### config.mk
export PLATFORM = sky130hd
export DESIGN_NAME = input_debouncer
export DESIGN_NICKNAME = d
export VERILOG_FILES = /design/src/rtl/debounce_pkg.sv /design/src/rtl/debounce_channel.sv /design/src/rtl/input_debouncer.sv
export SDC_FILE = /design/constraint.sdc
export NUM_CORES = 1
export LEC_CHECK = 0
export CAP_MARGIN = 15
export CORE_AREA = 2 2 66 68
export DETAILED_ROUTE_END_ITERATION = 8
export DIE_AREA = 0 0 68 70
export PLACE_DENSITY = 0.37
export SLEW_MARGIN = 0
export SYNTH_ARGS = -nofsm -noshare
export SYNTH_HDL_FRONTEND = slang
export SYNTH_SLANG_ARGS = --single-unit
### constraint.sdc
create_clock -name clk -period 1.4 [get_ports clk]
set_input_delay 0.28 -clock clk [delete_from_list [all_inputs] [get_ports clk]]
set_output_delay 0.28 -clock clk [all_outputs]
set_load 0.03 [all_outputs]
### src/rtl/debounce_pkg.sv
// Shared debounce constants and the button channel map used by the vending FSM.
// Build option DEBOUNCE_RISE_PULSE_EN (see debounce_channel) enables rising-edge pulses.
package debounce_pkg;

  localparam int DEFAULT_DEBOUNCE_CYCLES = 16;

  // Bit positions of the buttons on the debouncer i_raw/o_level buses.
  localparam int BTN_CONFIRM = 0;
  localparam int BTN_100     = 1;
  localparam int BTN_50      = 2;

endpackage

### src/rtl/debounce_channel.sv
// One debounce lane: 2-flop synchroniser, stability counter, level flop, optional pulse.
// Macro DEBOUNCE_RISE_PULSE_EN adds a registered pulse on accepted 0->1; otherwise o_rise is 0.
module debounce_channel
  import debounce_pkg::*;
#(
  parameter int DEBOUNCE_CYCLES = DEFAULT_DEBOUNCE_CYCLES,
  parameter int CNT_W           = $clog2(DEBOUNCE_CYCLES) + 1
) (
  input  logic clk,
  input  logic rst,
  input  logic i_raw,
  output logic o_level,
  output logic o_rise
);

  logic             sync_s1_q;
  logic             sync_s2_q;
  logic [CNT_W-1:0] cnt_q;
  logic [CNT_W-1:0] cnt_d;
  logic             level_q;
  logic             level_d;

  // The counter clears whenever s2 agrees with the level or a change is accepted,
  // so it never exceeds DEBOUNCE_CYCLES-1 and cannot wrap.
  always_comb begin
    cnt_d   = cnt_q;
    level_d = level_q;
    if (sync_s2_q == level_q) begin
      cnt_d = '0;
    end else if (cnt_q == CNT_W'(DEBOUNCE_CYCLES - 1)) begin
      level_d = sync_s2_q;
      cnt_d   = '0;
    end else begin
      cnt_d = cnt_q + CNT_W'(1);
    end
  end

  always_ff @(posedge clk or posedge rst) begin
    if (rst) begin
      sync_s1_q <= 1'b0;
      sync_s2_q <= 1'b0;
      cnt_q     <= '0;
      level_q   <= 1'b0;
    end else begin
      sync_s1_q <= i_raw;
      sync_s2_q <= sync_s1_q;
      cnt_q     <= cnt_d;
      level_q   <= level_d;
    end
  end

  assign o_level = level_q;

`ifdef DEBOUNCE_RISE_PULSE_EN
  logic rise_q;
  logic rise_d;

  always_comb begin
    rise_d = level_d & ~level_q;
  end

  always_ff @(posedge clk or posedge rst) begin
    if (rst) begin
      rise_q <= 1'b0;
    end else begin
      rise_q <= rise_d;
    end
  end

  assign o_rise = rise_q;
`else
  assign o_rise = 1'b0;
`endif

endmodule

### src/rtl/input_debouncer.sv
// Push-button front end: WIDTH independent debounce lanes feeding the vending FSM x input.
// Rising-edge pulses on o_rise exist only when DEBOUNCE_RISE_PULSE_EN is defined.
module input_debouncer
  import debounce_pkg::*;
#(
  parameter int WIDTH           = 3,
  parameter int DEBOUNCE_CYCLES = DEFAULT_DEBOUNCE_CYCLES,
  parameter int CNT_W           = $clog2(DEBOUNCE_CYCLES) + 1
) (
  input  logic             clk,
  input  logic             rst,
  input  logic [WIDTH-1:0] i_raw,
  output logic [WIDTH-1:0] o_level,
  output logic [WIDTH-1:0] o_rise
);

  for (genvar k = 0; k < WIDTH; k++) begin : g_ch
    debounce_channel #(
      .DEBOUNCE_CYCLES (DEBOUNCE_CYCLES),
      .CNT_W           (CNT_W)
    ) u_ch (
      .clk     (clk),
      .rst     (rst),
      .i_raw   (i_raw[k]),
      .o_level (o_level[k]),
      .o_rise  (o_rise[k])
    );
  end

endmodule
### Word-level counts from Yosys, hierarchy flattened

Cells that the tools add are included.
W data, S select, Z words.

* equality and inequality tests: 6
* multiplexer cells: 6
* add/sub/neg operators: 3
* reductions and logical operators: 3
* bitwise logic cells: 3

Operators with widths (number)
* $mux W5: 6
* $add A5 B1 Y5 const B: 3
* $eq A5 B4 Y1 const B: 3
* $reduce_and A2 Y1: 3
* $eq A1 B1 Y1: 3
* $not A1 Y1: 3

* logic and storage cells: 33
* output and inout bits: 6
* bits of input ports: 5
* bits in registers: 24

### Logic depth before layout (Yosys ltp)

Gate-level depths: netlist (run 1).

* word-level depth: 3
* gate-level depth with buffers: 4
* mapped depth without buffers: 4

### Hierarchy

A second synthesis (run 1) with hierarchy kept.

* cell total of the unflattened synthesis: 78
* area, all modules: 979.7 um^2

By module, submodules not included
* debounce_channel: sequential area each 200.2 um^2, instances 3, area each 326.6 um^2, cells each 26

### Least setup slack after synthesis (run 1)

Ideal clock, no wire load.

* kind: reg-to-reg
* from: register g_ch[2].u_ch.cnt_q[0]
* to: register g_ch[2].u_ch.level_q
* buffers on the path: 0
* arrival time: 1020 ps
* slack: 253 ps
* data required time: 1273 ps
* cell stages (with the launch flop): 5
* clock period less this slack: 1147 ps
* setup time: 127 ps
* cells stage by stage: dfrtp_1 > ha_1 > nand3_2 > nor2_2 > mux2_1

* cells in the longest elaborated chain, start to end: 2

Ends and longest elaborated chain
* from (decl): RTL line debounce_channel.sv:18 `logic [CNT_W-1:0] cnt_q;`
* from (signal assigned): RTL line debounce_channel.sv:47 `cnt_q <= cnt_d;`
* $eq A5 B4 Y1: RTL line debounce_channel.sv:30 `end else if (cnt_q == CNT_W'(DEBOUNCE_CYCLES - 1)) begin`
* $reduce_and A2 Y1 (no line)
* to (signal assigned): RTL line debounce_channel.sv:48 `level_q <= level_d;`
* to (decl): RTL line debounce_channel.sv:20 `logic level_q;`

No other way between the ends.
A chain may end at the register's enable or synchronous reset.

### Final worst setup path (run 1)

* from: register g_ch[2].u_ch.level_q
* to: output o_level[2]

RTL lines
* to (decl): RTL line input_debouncer.sv:13 `output logic [WIDTH-1:0] o_level,`

No word-level cell between the ends.

==> flow_summary.yaml, run 1 <==
route:
  dr.pass1.iters: 2
  drt-met1-wl_um: 649
  wl_mm: 1.32
  detail-route-antenna-nets: 0
  vias_per_cell: 3.79
  post_drt_wl_per_cell_um: 9.68
  drtIter0Drc: 8
  vias: 516
  wl_met2_um: 596
  met3_length_um: 56
  dr.max_layer_used: "met4"
  route.detailed.drc: 0
synth:
  yosys_warnings: 0
  netlist_instances: 77
  synth.distinct_cells: 14
  seq_area_frac_synth_pct: 62.3
  ys_seq_elements: 24
  syn_area_per_cell_sq_um: 12.5
  syn-cell-area_sq_um: 965
clock_network:
  cts_tree: "done"
  clock_latency_ns: 0.26
  cts_sinks: 24
  cts_made_buffers: 3
  h-tree-depth: 1
  clk_pin_slew_worst_paths_ns: 0.08
  hold_buffers: 0
  cts.path.max_buffers: 2
  root_buffer: "clkbuf_8"
global_route:
  antenna_found_initial: 0
  track_usage_pct: 6.33
  grt_pass1_wl_mm: 2.21
  grt_pass1_vias: 506
  grt-ovfl-total: 0
  grt_max_degree: 25
final_layout:
  fillers: 445
  diodes: 0
  fin_nets: 94
  final_common_cell: "dfrtp_1"
  syn_to_final_growth_pct: 14.8
  drive_gt1_share_pct: 11.9
  design_area_sq_mm: 0.00111
  layout_common_cells: "dfrtp_1 (24), xor2_1 (9), nor2_1 (9), inv_1 (4), clkdlybuf4s50_1 (4)"
place:
  dp_hpwl_um: 954
  placed_area_sq_mm: 0.00107
  place_congestion: 0.630
  port-buffer-count: 7
sta:
  fin_crit_sh_pct: 94.5
  slew_viol_final: 0
  finalSetupViolations: 0
  tns_ns: 0
  period_minus_slack_ns: 1.32
  skew_ns: 0.00387
  fmax_mhz: 756
  rsz0062_at_grt: "false"
  hold_viol_final: 0
  whs_ns: 0.355
worst_setup_path:
  cp_slowest_stage_delay_ns: 0.41
  crit_path_max_fanout: 3
  worst_ep_required_time_ns: 1.12
  cp_slowest_cell: "dlygate4sd2_1"
  rr_startpoint: "g_ch[0].u_ch.cnt_q[0]"
  r2r_cells: 4
  timing.rr.end: "g_ch[0].u_ch.o_level"
  cp.arrival_ns: 1.04
  crit_path_start_kind: "flop"
  ff2ff_setup_slack_ns: 0.14
  critical_path_buf_inv_count: 1
  critical_path.top_delay_family: "buffers and inverters"
  path_cells: "dlygate4sd2_1"
  crit_path_end_kind: "output pin"
  path_class: "reg2out"
power:
  ir_drop_mv: 0.582
  power_mw: 1.22
  p_leak_nw: 0.574
  powerDensity_mw_per_mm2: 1100
floorplanning:
  io_pins: 11
  dieArea_sq_mm: 0.00476
  die_x_um: 68
  initial_utilization_pct: 23.3
  coreArea_sq_mm: 0.00414
  rows: 24
  die_y_um: 70
worst_hold_path:
  hold_class: "in2async"
outcome:
  status: "finished, final reports clean"
flow_run:
  cap_viol_max_count: 0
==> report_power, final <==
group | total (mW) | internal, mW | switching [mW]
Sequential | 0.742 | 0.722 | 0.0202
Combinational | 0.0828 | 0.0335 | 0.0494
Clock | 0.398 | 0.192 | 0.205
Total | 1.22 | 0.948 | 0.275
==> metal layers <==
layer	global-route usage, %	vias up
met5	0	-
met4	2.00	0
met3	3.86	2
met2	8.74	8
met1	8.13	255
li1	-	251
==> cell usage after synthesis <==
cell type  number  share of area (%)
nand3_1         3                1.6
inv_1           4                1.6
nand3_2         3                3.1
and3_1          3                1.9
buf_4           6                4.7
and2_1          3                1.9
ha_1            3                3.9
conb_1          1               0.39
o21ai_1         3                1.6
dfrtp_1        24                 62
xor2_1          9                8.2
mux2_1          3                3.5
nor2_2          3                1.9
nor2_1          9                3.5
==> worst reg2reg max path, stage by stage (launching register included) <==
cell and delay [ns]:
dfrtp_1 0.39, ha_1 0.22, nand3_2 0.12, nor2_2 0.10
mux2_1 0.32
==> how the worst max path moves through the flow <==
stage / startpoint / endpoint / slack [ns] / cells past startpoint
after global placement: g_ch[0].u_ch.o_level / o_level[0] / 0.09 / 1
after CTS: g_ch[0].u_ch.o_level / o_level[0] / 0.06 / 1
after global routing: g_ch[2].u_ch.o_level / o_level[2] / 0.02 / 1
final: g_ch[2].u_ch.o_level / o_level[2] / 0.08 / 1
after floorplan: g_ch[2].u_ch.cnt_q[0] / g_ch[2].u_ch.o_level / 0.25 / 4
after detailed placement: g_ch[0].u_ch.o_level / o_level[0] / 0.08 / 1
==> per-stage QoR <==
step           utilization [%]  setup WS [ns]  cells
6_report                  26.7         0.0770    136
5_1_grt                   26.7         0.0189    136
4_1_cts                   26.7         0.0592    136
3_5_place_dp              25.8         0.0784    133
3_3_place_gp              25.8         0.0934    133
2_1_floorplan                -          0.253     79
==> cell families after synthesis <==
logic type | count (synthesis) | synth area share, %
AOI/OAI and AO/OA | 3 | 1.56
xor gates and xnor gates | 9 | 8.17
adders and majority gates | 3 | 3.89
buffers and inverters | 10 | 6.22
DFF | 24 | 62.3
muxes | 3 | 3.50
other | 1 | 0.389
and+or+nand+nor | 24 | 14.0
==> state kept, by name, summed over array words and instances (netlist names) <==
| signal | flops |
|---|---|
| g_ch.u_ch.cnt_q | 15 |
| g_ch.u_ch.o_level | 3 |
| g_ch.u_ch.sync_s1_q | 3 |
| g_ch.u_ch.sync_s2_q | 3 |
==> area by class of cell <==
class / count / area (sq um) / area share (%)
sequential: 24 / 601 / 54.2
inverter: 4 / 15.0 / 1.36
clock buffer: 3 / 41.3 / 3.73
tap: 52 / 65.1 / 5.88
timing repair buffer: 8 / 73.8 / 6.67
multi-input combinational: 45 / 312 / 28.1
==> timing repair <==
action	CTS	global route
endpoints found under the setup margin	3	0
resized for setup	3	0
setup buffers	0	0
Power figures use the tool's default switching activity.
==> run 2, diff against run 1 <==
--- a/config.mk
+++ b/config.mk
@@ -6,10 +6,10 @@
 export NUM_CORES = 1
 export LEC_CHECK = 0
 export CAP_MARGIN = 15
-export CORE_AREA = 2 2 66 68
+export CORE_AREA = 2 2 47 49
 export DETAILED_ROUTE_END_ITERATION = 8
-export DIE_AREA = 0 0 68 70
-export PLACE_DENSITY = 0.37
+export DIE_AREA = 0 0 49 51
+export PLACE_DENSITY = 0.67
 export SLEW_MARGIN = 0
 export SYNTH_ARGS = -nofsm -noshare
 export SYNTH_HDL_FRONTEND = slang
==> run 2 against run 1 <==
Sequential share of layout area rose by 1.8 points. Non-clock buffer count unchanged. Sequential power about the same. Final cell count down 17%. Register-to-register slack improved by 0.02 ns. Largest power group unchanged. Cell area down 3.3%. Clock power shrank 11%. Setup slack worse by 0.036 ns. Die area decreased by 48%. Via count decreased by 3.3%. Core utilization increased by 25 points. Sequential cell count unchanged.
==> flow_summary.yaml, run 2 (synthesis results as in run 1) <==
final_layout:
  largest_register_ffs: 15
  diodes: 0
  drive_gt1_share_pct: 14.1
  regMostFlops: "g_ch.u_ch.cnt_q"
  final_common_cell: "dfrtp_1"
  syn_to_final_growth_pct: 11.0
  layout_common_cells: "dfrtp_1 (24), xor2_1 (9), nor2_1 (9), inv_1 (4), clkdlybuf4s50_1 (4)"
  fin_nets: 94
  final_cells: 113
power:
  p_int_mw: 0.915
  powerDensity_mw_per_mm2: 1100
  clockPowerShare_pct: 30.1
  ir_drop_mv: 0.652
  switchingPower_mw: 0.265
  power_frac_seq_pct: 62.9
  swShare_pct: 22.5
  p_comb_share_pct: 7.0
  p_leak_nw: 0.563
clock_network:
  cts.path.max_buffers: 2
  cts_setup_buffers: 0
  root_buffer: "clkbuf_4"
  cts_sinks: 24
  cts_tree: "done"
  cts_made_buffers: 3
  clock_latency_ns: 0.31
  h-tree-depth: 1
  clk_pin_slew_worst_paths_ns: 0.12
worst_setup_path:
  crit_path_max_fanout: 3
  path_cells: "clkdlybuf4s15_1"
  crit_path_start_kind: "flop"
  cp_slowest_stage_delay_ns: 0.40
  critical_path.top_delay_family: "flip-flops"
  path_class: "reg2out"
  cp_slowest_cell: "dfrtp_1"
  worst_ep_required_time_ns: 1.12
  cp.arrival_ns: 1.08
  crit_path_end_kind: "output pin"
  critical_path_buf_inv_count: 1
route:
  post_drt_wl_per_cell_um: 10.5
  wl_mm: 1.18
  route.detailed.drc: 0
  vias_per_cell: 4.42
  vias: 499
  detail-route-antenna-nets: 0
  drtIter0Drc: 0
  dr.pass1.iters: 1
sta:
  finalSetupViolations: 0
  rsz0062_at_grt: "false"
  skew_ns: 0.00105
  fmax_mhz: 736
  slew_viol_final: 0
  tns_ns: 0
  whs_ns: 0.293
  fin_crit_sh_pct: 97.1
  hold_viol_final: 0
  period_minus_slack_ns: 1.36
  fin_ws_ns: 0.0412
global_route:
  track_usage_pct: 11.9
  grt-ovfl-total: 0
  grt_max_degree: 25
  antenna_found_initial: 0
  grt_pass1_wl_mm: 2.18
  grt_pass1_vias: 546
worst_hold_path:
  hold_class: "in2async"
floorplanning:
  rows: 17
  die_y_um: 51
  coreArea_sq_mm: 0.00206
  dieArea_sq_mm: 0.00250
  io_pins: 11
  die_x_um: 49
  initial_utilization_pct: 46.8
place:
  place_congestion: 0.675
  port-buffer-count: 7
  dp_slack_ns: 0.0843
  dp_hpwl_um: 881
  dp.cells: 109
flow_run:
  cap_viol_max_count: 0
outcome:
  status: "finished, final reports clean"
-- run 2: changes by cell type in the layout (fill, tap and decap cells not counted), sizes merged --
cell           before  now
clkdlybuf4s15       0    2
clkbuf              3    5
dlygate4sd2         3    0
-- run 2: layout make-up --
| cell class | instances | area (sq um) |
|---|---|---|
| Timing Repair Buffer | 8 | 72.6 |
| Clock buffer | 4 | 36.3 |
| Fill cell | 187 | 992 |
| Inverter | 4 | 15.0 |
| Multi-Input combinational cell | 45 | 312 |
| Sequential cell | 24 | 601 |
| Tap cell | 28 | 35.0 |
-- run 2: final timing paths --
path	from	end	slack [ns]	cells after the start
worst min-delay path	rst	g_ch[2].u_ch.cnt_q[2]	0.29	3
worst max register to register	g_ch[0].u_ch.cnt_q[0]	g_ch[0].u_ch.o_level	0.16	4
max in group asynchronous	rst	g_ch[0].u_ch.sync_s2_q	0.88	3
worst max-delay path	g_ch[0].u_ch.o_level	o_level[0]	0.04	1
min in group clk	g_ch[0].u_ch.sync_s1_q	g_ch[0].u_ch.sync_s2_q	0.36	0
worst min register to register	g_ch[0].u_ch.sync_s1_q	g_ch[0].u_ch.sync_s2_q	0.36	0
-- run 2: power groups by stage --
stage / clock network [mW] / logic [mW] / registers, mW
2_1_floorplan: 0 / 0.0670 / 0.752
3_3_place_gp: 0 / 0.0820 / 0.755
3_5_place_dp: 0 / 0.0860 / 0.757
4_1_cts: 0.369 / 0.0862 / 0.744
5_1_grt: 0.386 / 0.0979 / 0.749
6_report: 0.355 / 0.0827 / 0.743
-- run 2: what timing repair did --
action,in CTS,in global routing
endpoints found under the setup margin,3,1
gates resized for setup,6,1
hold buffers,0,0
-- run 2: per-stage QoR --
stage                     instance area [sq um]  utilization (%)  total power [mW]
after global routing                       1070             51.9              1.23
after detailed placement                   1040             50.4             0.843
final                                      1070             51.9              1.18
after floorplan                             972                -             0.819
after CTS                                  1080             52.2              1.20
after global placement                     1040             50.4             0.837
-- run 2: layer usage --
layer | GRT usage (%) | up-vias | share of wire [%]
met3 | 1.75 | 4 | 2.8
met4 | 8.57 | 0 | 2.3
met2 | 20.8 | 8 | 50
met5 | 0 | - | 0
met1 | 13.6 | 235 | 45
li1 | - | 252 | -
-- run 2: worst register-to-register path, delay by kind of cell, from the launching register on --
family,cells,cell delay (ns)
adders and majority gates,1,0.21
muxes,1,0.32
DFF,1,0.40
and+or+nand+nor,2,0.20
==> run 3, diff against run 2 <==
--- a/config.mk
+++ b/config.mk
@@ -5,11 +5,12 @@
 export SDC_FILE = /design/constraint.sdc
 export NUM_CORES = 1
 export LEC_CHECK = 0
+export ABC_AREA = 1
 export CAP_MARGIN = 15
-export CORE_AREA = 2 2 47 49
+export CORE_AREA = 2 2 62 64
 export DETAILED_ROUTE_END_ITERATION = 8
-export DIE_AREA = 0 0 49 51
-export PLACE_DENSITY = 0.67
+export DIE_AREA = 0 0 64 66
+export PLACE_DENSITY = 0.42
 export SLEW_MARGIN = 0
 export SYNTH_ARGS = -nofsm -noshare
 export SYNTH_HDL_FRONTEND = slang
==> constraint.sdc (replaced) <==
create_clock -name clk -period 1.4 [get_ports clk]
set_input_delay 0.28 -clock clk [delete_from_list [all_inputs] [get_ports clk]]
set_output_delay 0.28 -clock clk [all_outputs]
set_load 0.05 [all_outputs]
==> run 3 against run 2 <==
Synthesized area increased by 5.8%. Die area increased by 69%. Hold slack improved by 0.0048 ns. Clock skew about the same. Synthesized cell count increased by 47%. Core utilization decreased by 18 points. Critical path depth unchanged. Total power increased by 2.4%. Maximum frequency increased by 11%. Largest cell class unchanged. Sequential cell count unchanged. Highest routed layer is now met3. Setup slack improved by 0.14 ns.
==> flow_summary.yaml, run 3 <==
final_layout:
  largest_register_ffs: 15
  regArea_sq_um: 601
  fin_nets: 130
  multiInputGateArea_sq_um: 334
  drive_gt1_share_pct: 6.61
  layout_common_cells: "nand2_1 (27), nor2_1 (24), dfrtp_1 (24), inv_1 (13)"
  regMostFlops: "g_ch.u_ch.cnt_q"
  syn_to_final_growth_pct: 16.3
  fillers: 374
  final_cells: 169
  diodes: 0
  final_common_cell: "nand2_1"
sta:
  slew_viol_final: 0
  fin_crit_sh_pct: 87.3
  fmax_mhz: 819
  finalSetupViolations: 0
  period_minus_slack_ns: 1.22
  skew_ns: 0.00138
  tns_ns: 0
  rsz0062_at_grt: "false"
  hold_viol_final: 0
clock_network:
  cts_sinks: 24
  cts_setup_buffers: 0
  clk_pin_slew_worst_paths_ns: 0.13
  clock_latency_ns: 0.31
  cts_made_buffers: 3
  cts_tree: "done"
  root_buffer: "clkbuf_4"
  hold_buffers: 0
  cts_resized: 0
  cts.path.max_buffers: 2
  h-tree-depth: 1
synth:
  syn-cell-area_sq_mm: 0.00102
  yosysMostFrequentCell: "nand2_1"
  async_reset_ff_share_pct: 100
  yosys-top-cells-count: "nand2_1 (27), dfrtp_1 (24), nor2_1 (24), inv_1 (13)"
  synth.distinct_cells: 10
  yosys_warnings: 0
  ys.flop_type: "dfrtp_1"
  netlist_instances: 113
  synth_edf_count: 0
  seq_area_frac_synth_pct: 58.8
  synth_top_area_share_pct: 58.8
  ys_seq_elements: 24
  synthTopCellsByArea: "dfrtp_1 (59%), nand2_1 (9.9%), nor2_1 (8.8%)"
  synth_area_leader_cell: "dfrtp_1"
  syn_area_per_cell_sq_um: 9.04
worst_setup_path:
  r2r_cells: 4
  critical_path_buf_inv_count: 1
  timing.rr.end: "g_ch[2].u_ch.cnt_q[0]"
  rr_startpoint: "g_ch[2].u_ch.cnt_q[0]"
  path_class: "reg2out"
  crit_path_max_fanout: 4
  cp_slowest_cell: "dfrtp_1"
  worst_ep_required_time_ns: 1.12
  ff2ff_setup_slack_ns: 0.35
  cp_slowest_stage_delay_ns: 0.46
  crit_path_start_kind: "flop"
  critical_path.top_delay_family: "flip-flops"
  crit_path_end_kind: "output pin"
  cp.arrival_ns: 0.94
  path_cells: "buf_12"
worst_hold_path:
  hold_class: "in2async"
flow_run:
  cap_viol_max_count: 0
floorplanning:
  die_y_um: 66
  dieArea_sq_mm: 0.00422
  io_pins: 11
  coreArea_sq_mm: 0.00355
  rows: 22
  initial_utilization_pct: 28.8
  die_x_um: 64
global_route:
  antenna_found_initial: 0
  grt_pass1_wl_mm: 2.92
  track_usage_pct: 8.94
  grt_max_degree: 25
  grt_pass1_vias: 710
  grt-ovfl-total: 0
power:
  clockPowerShare_pct: 30.0
  switchingPower_mw: 0.290
  swShare_pct: 24.0
  p_int_mw: 0.918
  power_mw: 1.21
  p_leak_nw: 0.598
  p_comb_share_pct: 8.0
  powerDensity_mw_per_mm2: 1020
  ir_drop_mv: 0.297
  power_frac_seq_pct: 62.0
route:
  route.detailed.drc: 0
  detail-route-antenna-nets: 0
  vias_per_cell: 3.95
  wl_mm: 1.51
  vias: 668
  drtIter0Drc: 31
  dr.pass1.iters: 4
  post_drt_wl_per_cell_um: 8.91
place:
  place_congestion: 0.678
  dp.cells: 165
  dp_hpwl_mm: 1.13
  port-buffer-count: 7
outcome:
  status: "finished, final reports clean"
-- run 3: changes by cell type after synthesis, moves of 6 or more --
cell / before / now
nand2_1: 0 / 27
xor2_1: 9 / 0
nor2_1: 9 / 24
inv_1: 4 / 13
nand4_1: 0 / 6
-- run 3: worst max-delay path by stage --
stage	slack, ns	endpoint	from	cells past startpoint
CTS	0.15	o_level[1]	g_ch[1].u_ch.o_level	1
global placement	0.35	g_ch[0].u_ch.cnt_q[0]	g_ch[0].u_ch.cnt_q[0]	4
floorplan	0.45	g_ch[2].u_ch.cnt_q[0]	g_ch[2].u_ch.cnt_q[0]	4
detailed placement	0.35	g_ch[2].u_ch.cnt_q[0]	g_ch[2].u_ch.cnt_q[0]	4
finish	0.18	o_level[1]	g_ch[1].u_ch.o_level	1
global route	0.11	o_level[1]	g_ch[1].u_ch.o_level	1
-- run 3: layer usage --
metal  up-vias  GRT usage, %  routed length (um)
met2         7          14.8                 724
met5         -             0                   0
met1       305          10.7                 732
met4         0          5.71                   0
li1        356             -                   -
met3         0          1.53                  48
-- run 3: metrics by stage --
step	setup WS (ns)	hold WS [ns]	utilization (%)	instance area (sq um)
2_1_floorplan	0.448	0.295	-	1030
3_3_place_gp	0.354	0.337	32.4	1150
3_5_place_dp	0.348	0.346	32.4	1150
4_1_cts	0.153	0.296	33.4	1190
5_1_grt	0.113	0.322	33.4	1190
6_report	0.178	0.297	33.4	1190
-- run 3: final cells by class --
cell class | count | area share [%]
clock buffers | 4 | 3.06
inverters | 13 | 4.11
multi-input cells | 72 | 28.1
flip-flops and latches | 24 | 50.6
well taps | 48 | 5.06
repair buffers | 8 | 9.06
-- run 3: cells by family after synthesis --
logic type	share of synthesized area, %
flops	58.8
simple gates	25.4
buf+inv	9.19
fa+ha+maj	3.68
xor+xnor	2.57
other cells	0.367
-- run 3: power by group through the flow --
stage	sequential [mW]	clock (mW)	combinational, mW
floorplan	0.757	0	0.0807
global placement	0.762	0	0.0998
detailed placement	0.763	0	0.0993
CTS	0.750	0.391	0.0995
global route	0.756	0.425	0.114
finish	0.750	0.362	0.0964
